===== src/rtl/cache_req_arbiter_if.sv =====
// Requester/controller bundle shared by cache_req_arbiter and its environment.
// slave = arbiter side, master = requesters plus cache controller side.
interface cache_req_arbiter_if #(
    parameter int NREQ  = 4,
    parameter int TAG_W = 8
);
    logic [NREQ-1:0]       req;
    logic [NREQ-1:0]       req_rw;
    logic [NREQ*TAG_W-1:0] req_tag;
    logic [NREQ-1:0]       gnt;
    logic [NREQ-1:0]       rsp_valid;
    logic                  rsp_hit;
    logic                  rsp_err;
    logic                  busy;
    logic                  cache_start;
    logic                  cache_rw;
    logic [TAG_W-1:0]      cache_tag;
    logic                  cache_done;
    logic                  cache_hit;

    modport master (
        output req, req_rw, req_tag, cache_done, cache_hit,
        input  gnt, rsp_valid, rsp_hit, rsp_err, busy,
        input  cache_start, cache_rw, cache_tag
    );

    modport slave (
        input  req, req_rw, req_tag, cache_done, cache_hit,
        output gnt, rsp_valid, rsp_hit, rsp_err, busy,
        output cache_start, cache_rw, cache_tag
    );
endinterface


===== src/rtl/cache_req_arbiter.sv =====
// Round-robin arbiter sharing one cache controller among NREQ requesters.
// Optional WAIT-state watchdog enabled by defining ARB_TIMEOUT_EN.
module cache_req_arbiter #(
    parameter int NREQ    = 4,
    parameter int TAG_W   = 8,
    parameter int TIMEOUT = 16
) (
    input logic               clk,
    input logic               rst,
    cache_req_arbiter_if.slave bus
);
    localparam int IDW = $clog2(NREQ);

    typedef enum logic [1:0] {
        IDLE,
        ISSUE,
        WAIT,
        RESP
    } state_t;

    state_t            state;
    logic [IDW-1:0]    rr_ptr;
    logic [IDW-1:0]    cur_id;
    logic [IDW-1:0]    pick_id;
    logic              pick_ok;
    logic [IDW:0]      scan;
    logic [NREQ-1:0]   gnt_q;
    logic [NREQ-1:0]   rsp_valid_q;
    logic              rsp_hit_q;
    logic              busy_q;
    logic              start_q;
    logic              rw_q;
    logic [TAG_W-1:0]  tag_q;
    logic [TAG_W-1:0]  tags [NREQ];

    for (genvar k = 0; k < NREQ; k++) begin : g_tags
        assign tags[k] = bus.req_tag[k*TAG_W +: TAG_W];
    end

    // First set req bit at or above rr_ptr, wrapping through NREQ-1 to 0.
    always_comb begin
        pick_id = '0;
        pick_ok = 1'b0;
        scan    = '0;
        for (int i = 0; i < NREQ; i++) begin
            scan = {1'b0, rr_ptr} + (IDW+1)'(i);
            if (scan >= (IDW+1)'(NREQ))
                scan = scan - (IDW+1)'(NREQ);
            if (!pick_ok && bus.req[scan[IDW-1:0]]) begin
                pick_ok = 1'b1;
                pick_id = scan[IDW-1:0];
            end
        end
    end

`ifdef ARB_TIMEOUT_EN
    localparam logic [7:0] TMO_LIM = 8'(TIMEOUT - 1);
    logic [7:0] tmo_cnt;
    logic       rsp_err_q;
`else
    logic [31:0] unused_timeout;
    assign unused_timeout = 32'(TIMEOUT);
`endif

    always_ff @(posedge clk or posedge rst) begin
        if (rst) begin
            state       <= IDLE;
            rr_ptr      <= '0;
            cur_id      <= '0;
            gnt_q       <= '0;
            rsp_valid_q <= '0;
            rsp_hit_q   <= 1'b0;
            busy_q      <= 1'b0;
            start_q     <= 1'b0;
            rw_q        <= 1'b0;
            tag_q       <= '0;
`ifdef ARB_TIMEOUT_EN
            tmo_cnt     <= '0;
            rsp_err_q   <= 1'b0;
`endif
        end else begin
            case (state)
                IDLE: begin
                    if (pick_ok) begin
                        cur_id  <= pick_id;
                        rw_q    <= bus.req_rw[pick_id];
                        tag_q   <= tags[pick_id];
                        gnt_q   <= NREQ'(1) << pick_id;
                        start_q <= 1'b1;
                        busy_q  <= 1'b1;
                        state   <= ISSUE;
                    end
                end
                ISSUE: begin
                    gnt_q   <= '0;
                    start_q <= 1'b0;
`ifdef ARB_TIMEOUT_EN
                    tmo_cnt <= '0;
`endif
                    state   <= WAIT;
                end
                WAIT: begin
                    if (bus.cache_done) begin
                        rsp_hit_q   <= bus.cache_hit;
                        rsp_valid_q <= NREQ'(1) << cur_id;
`ifdef ARB_TIMEOUT_EN
                        rsp_err_q   <= 1'b0;
`endif
                        state       <= RESP;
`ifdef ARB_TIMEOUT_EN
                    end else if (tmo_cnt == TMO_LIM) begin
                        rsp_hit_q   <= 1'b0;
                        rsp_err_q   <= 1'b1;
                        rsp_valid_q <= NREQ'(1) << cur_id;
                        state       <= RESP;
                    end else begin
                        tmo_cnt     <= tmo_cnt + 8'd1;
`endif
                    end
                end
                RESP: begin
                    rsp_valid_q <= '0;
                    busy_q      <= 1'b0;
                    rr_ptr      <= (cur_id == IDW'(NREQ - 1)) ?
                                   '0 : cur_id + 1'b1;
                    state       <= IDLE;
                end
                default: state <= IDLE;
            endcase
        end
    end

    assign bus.gnt         = gnt_q;
    assign bus.rsp_valid   = rsp_valid_q;
    assign bus.rsp_hit     = rsp_hit_q;
    assign bus.busy        = busy_q;
    assign bus.cache_start = start_q;
    assign bus.cache_rw    = rw_q;
    assign bus.cache_tag   = tag_q;
`ifdef ARB_TIMEOUT_EN
    assign bus.rsp_err     = rsp_err_q;
`else
    assign bus.rsp_err     = 1'b0;
`endif
endmodule


===== src/flat_wrapper.sv =====
// flat-port wrapper written by rule: the top's interface ports become plain ports
module cache_req_arbiter_flat 
#(
    parameter int NREQ    = 4,
    parameter int TAG_W   = 8,
    parameter int TIMEOUT = 16
)
  (clk, rst, bus_req, bus_req_rw, bus_req_tag, bus_cache_done, bus_cache_hit, bus_gnt, bus_rsp_valid, bus_rsp_hit, bus_rsp_err, bus_busy, bus_cache_start, bus_cache_rw, bus_cache_tag);
  cache_req_arbiter_if #(.NREQ(NREQ), .TAG_W(TAG_W)) bus_i ();
  input logic clk;
  input logic rst;
  input wire logic [$bits(bus_i.req)-1:0] bus_req;
  input wire logic [$bits(bus_i.req_rw)-1:0] bus_req_rw;
  input wire logic [$bits(bus_i.req_tag)-1:0] bus_req_tag;
  input wire logic [$bits(bus_i.cache_done)-1:0] bus_cache_done;
  input wire logic [$bits(bus_i.cache_hit)-1:0] bus_cache_hit;
  output wire logic [$bits(bus_i.gnt)-1:0] bus_gnt;
  output wire logic [$bits(bus_i.rsp_valid)-1:0] bus_rsp_valid;
  output wire logic [$bits(bus_i.rsp_hit)-1:0] bus_rsp_hit;
  output wire logic [$bits(bus_i.rsp_err)-1:0] bus_rsp_err;
  output wire logic [$bits(bus_i.busy)-1:0] bus_busy;
  output wire logic [$bits(bus_i.cache_start)-1:0] bus_cache_start;
  output wire logic [$bits(bus_i.cache_rw)-1:0] bus_cache_rw;
  output wire logic [$bits(bus_i.cache_tag)-1:0] bus_cache_tag;
  assign bus_i.req = bus_req;
  assign bus_i.req_rw = bus_req_rw;
  assign bus_i.req_tag = bus_req_tag;
  assign bus_i.cache_done = bus_cache_done;
  assign bus_i.cache_hit = bus_cache_hit;
  assign bus_gnt = bus_i.gnt;
  assign bus_rsp_valid = bus_i.rsp_valid;
  assign bus_rsp_hit = bus_i.rsp_hit;
  assign bus_rsp_err = bus_i.rsp_err;
  assign bus_busy = bus_i.busy;
  assign bus_cache_start = bus_i.cache_start;
  assign bus_cache_rw = bus_i.cache_rw;
  assign bus_cache_tag = bus_i.cache_tag;
  cache_req_arbiter #(.NREQ(NREQ), .TAG_W(TAG_W), .TIMEOUT(TIMEOUT)) u_core (.clk(clk), .rst(rst), .bus(bus_i));
endmodule

===== config.mk =====
export PLATFORM = sky130hd
export DESIGN_NAME = cache_req_arbiter_flat
export DESIGN_NICKNAME = d
export VERILOG_FILES = /design/src/rtl/cache_req_arbiter_if.sv /design/src/rtl/cache_req_arbiter.sv /design/src/flat_wrapper.sv
export SDC_FILE = /design/constraint.sdc
export NUM_CORES = 1
export LEC_CHECK = 0
export ABC_AREA = 0
export ABC_CLOCK_PERIOD_IN_PS = 1960
export BUFFER_PORTS_ARGS = -buffer_cell sky130_fd_sc_hd__buf_4
export CELL_PAD_IN_SITES_DETAIL_PLACEMENT = 0
export CELL_PAD_IN_SITES_GLOBAL_PLACEMENT = 1
export CORE_MARGIN = 4
export CORE_UTILIZATION = 35
export CTS_CLUSTER_DIAMETER = 80
export DETAILED_ROUTE_END_ITERATION = 7
export HOLD_SLACK_MARGIN = 0.02
export MAX_ROUTING_LAYER = met4
export PLACE_DENSITY = 0.75
export SETUP_SLACK_MARGIN = 0.4
export SLEW_MARGIN = 0
export SYNTH_ARGS = -nofsm -noshare
export SYNTH_HDL_FRONTEND = slang
export SYNTH_SLANG_ARGS = --single-unit

===== constraint.sdc =====
create_clock -name clk -period 1.96 [get_ports clk]
set_input_delay 0.294 -clock clk [delete_from_list [all_inputs] [get_ports clk]]
set_output_delay 0.294 -clock clk [all_outputs]
set_load 0.02 [all_outputs]

==> flow_metrics.env <==
export IMPL_antenna_found_initial=0
export IMPL_cp_startpoint="u_core.rr_ptr[0]"
export IMPL_report_final_slew_viol_count=0
export IMPL_numCtsBuffers=3
export IMPL_die_x_um=73.9
export IMPL_worstSetupStartpointType="register"
export IMPL_syn_area_um2=1520
export IMPL_htree_levels=1
export IMPL_p_leak_nw=1.07
export IMPL_rsz0062_at_grt="no"
export IMPL_clock_sinks=26
export IMPL_critPathMaxFanout=10
export IMPL_finalCritPeriodShare_pct=77.1
export IMPL_clk_pin_slew_ps=90
export IMPL_initial_core_util_pct=37.1
export IMPL_multi_input_area_um2=828
export IMPL_fin_skew_ps=5.56
export IMPL_n_antenna_cell=0
export IMPL_drt_wl_total_um=4130
export IMPL_viasPerCell=5.09
export IMPL_r2r_start="u_core.rr_ptr[0]"
export IMPL_netlist_instances=145
export IMPL_cts_tree="built"
export IMPL_worstPathRequired_ps=2110
export IMPL_grt_usage_pct=14.6
export IMPL_die_area_um2=5450
export IMPL_drive_gt1_share_pct=43.5
export IMPL_hpwl_um=3120
export IMPL_max_freq_mhz=662
export IMPL_holdWs_ps=64.6
export IMPL_grt_pass1_vias=1305
export IMPL_die_y_um=73.9
export IMPL_grt_pass1_wl_um=6030
export IMPL_ys_seq_area_share_pct=42.9
export IMPL_yosysWarnings=0
export IMPL_critPathCapture="u_core.bus.cache_tag[1]"
export IMPL_period_needed_ps=1510
export IMPL_syn_avg_cell_area_um2=10.5
export IMPL_rows=23
export IMPL_wl_per_cell_um=15.9
export IMPL_finalHoldViolations=0
export IMPL_seq_area_um2=652
export IMPL_rr_worst_depth=6
export IMPL_setup_violations=0
export IMPL_status="completed"
export IMPL_nets=263
export IMPL_numPortBuffers=63
export IMPL_n_fill_cell=384
export IMPL_clockBufferDepth=2
export IMPL_drt_initial_drc_count=62
export IMPL_r2r_slack_ps=450
export IMPL_clock_latency_ps=270
export IMPL_reg2reg_to="u_core.bus.cache_tag[1]"
export IMPL_fin_setup_tns_ps=0
export IMPL_end_kind="register"
export IMPL_floorplan_core_area_um2=4090
export IMPL_grt_overflow=0
export IMPL_syn_to_final_growth_pct=43.5
export IMPL_drc=0
export IMPL_ir_worst_vdd_v=0.000740
export IMPL_hold_class="primary input to async pin"
export IMPL_ys_seq_elements=26
export IMPL_grt_max_degree=27
export IMPL_place_gp_congestion=0.755
export IMPL_drv_cap=0
export IMPL_io_pins=65
export IMPL_power_density_nw_per_um2=1460
export IMPL_vias=1319
export IMPL_root_buffer="clkbuf_8"
export IMPL_drt_pass1_iterations=4
export IMPL_postRouteAntennaNets=0
export IMPL_worst_setup_path_type="register to register"
export IMPL_syn_num_nets=198
export IMPL_arrival_ps=1660
export IMPL_synth_distinct_cells=33
export IMPL_finalPower_w=0.00319
==> per-stage QoR <==
step,worst slack (ps),instance area [um^2],cells,utilization [%]
2_1_floorplan,589,1520,145,-
5_1_grt,389,2180,259,53.3
4_1_cts,398,2090,256,51.0
3_3_place_gp,323,2010,252,49.1
6_report,449,2180,259,53.3
3_5_place_dp,168,2010,252,49.1
==> final cells by class <==
type | instances | share of cell area, %
Timing Repair Buffer | 68 | 25.6
Multi-Input combinational cell | 105 | 38.0
Clock buffer | 4 | 2.53
Tap cell | 50 | 2.87
Inverter | 6 | 1.03
Sequential cell | 26 | 29.9
==> worst min-delay path by stage <==
| stage | end | slack, ps | cells past startpoint |
|---|---|---|---|
| finish | u_core.bus.rsp_valid[0] | 60 | 3 |
| global route | u_core.bus.rsp_valid[0] | 100 | 3 |
| CTS | u_core.bus.rsp_valid[0] | 80 | 3 |
| detailed placement | u_core.state[0] | 380 | 3 |
| global placement | u_core.bus.rsp_valid[2] | 370 | 3 |
| floorplan | u_core.bus.busy | 330 | 1 |
==> report_power, final <==
group,total [W],internal [W],switching (W)
registers,0.000979,0.000793,0.000186
logic,0.00186,0.000882,0.000979
clock network,0.000351,0.000180,0.000171
==> metal layers <==
metal	vias up	wire (um)	GRT usage, %	share of wire (%)
li1	645	-	-	-
met1	640	1760	17.6	43
met2	30	2140	23.8	52
met3	4	197	3.69	4.8
met4	0	36	4.43	0.87
met5	-	0	-	0
==> synth_stat cells <==
cell type | instances | area [um^2]
nand2_1 | 19 | 71.3
mux2i_1 | 18 | 180
and2_1 | 1 | 6.26
buf_6 | 3 | 33.8
mux2_2 | 2 | 22.5
nand2b_1 | 2 | 12.5
o21ai_1 | 2 | 10.0
buf_2 | 3 | 15.0
a31oi_1 | 3 | 18.8
o22ai_1 | 1 | 6.26
buf_4 | 1 | 7.51
o31ai_2 | 1 | 12.5
nor2b_2 | 1 | 8.76
clkbuf_1 | 1 | 3.75
nor2b_1 | 5 | 31.3
o21ai_0 | 12 | 60.1
o32ai_1 | 1 | 8.76
nor2_1 | 5 | 18.8
o21bai_1 | 1 | 7.51
a21oi_2 | 1 | 8.76
nand2b_4 | 2 | 27.5
conb_1 | 1 | 3.75
a21oi_1 | 1 | 5.00
a22o_1 | 2 | 17.5
and2b_4 | 1 | 10.0
nor4_1 | 1 | 6.26
o221a_1 | 1 | 11.3
o221ai_1 | 9 | 78.8
dfrtp_1 | 26 | 651
a21boi_1 | 1 | 7.51
o32a_1 | 2 | 20.0
ha_1 | 9 | 113
inv_1 | 6 | 22.5
==> cells by family after synthesis <==
logic type / share of synthesized area [%]
other: 0.247
AO/OA/AOI/OAI: 18.0
flip-flops: 42.9
multiplexers: 13.4
adder cells (fa/ha/maj): 7.42
buffers and inverters: 5.44
AND/OR/NAND/NOR: 12.7
==> registers in the layout, indices dropped and copies added, names as in the netlist <==
signal / cells
u_core.bus.busy: 1
u_core.bus.cache_rw: 1
u_core.bus.cache_start: 1
u_core.bus.cache_tag: 8
u_core.bus.gnt: 4
u_core.bus.rsp_hit: 1
u_core.bus.rsp_valid: 4
u_core.cur_id: 2
u_core.rr_ptr: 2
u_core.state: 2
==> worst max-delay path, cell delays in order, from the launching register on <==
cell	delay (ps)
dfrtp_1	380
inv_2	60
a21oi_2	180
o32a_4	250
clkbuf_16	180
mux2i_1	200
o221ai_1	130
==> cell usage in the layout (no fill, tap or decap), types with 3 or more instances in the layout <==
cell and count:
nor2_1 5, inv_1 5, buf_4 65, dfrtp_1 25
nand2_1 18, o21ai_1 3, nor2b_1 4, a31oi_1 3
ha_1 7, clkbuf_8 4, o221ai_1 9, o21ai_0 11
mux2i_1 17
==> repair_timing <==
action,4_1_cts,5_1_grt
cloned,0,2
setup endpoints to repair,12,16
resized for setup,7,10
pin swaps,1,2
buffers inserted,0,1
hold buffers,0,0
Power figures use the tool's default switching activity.
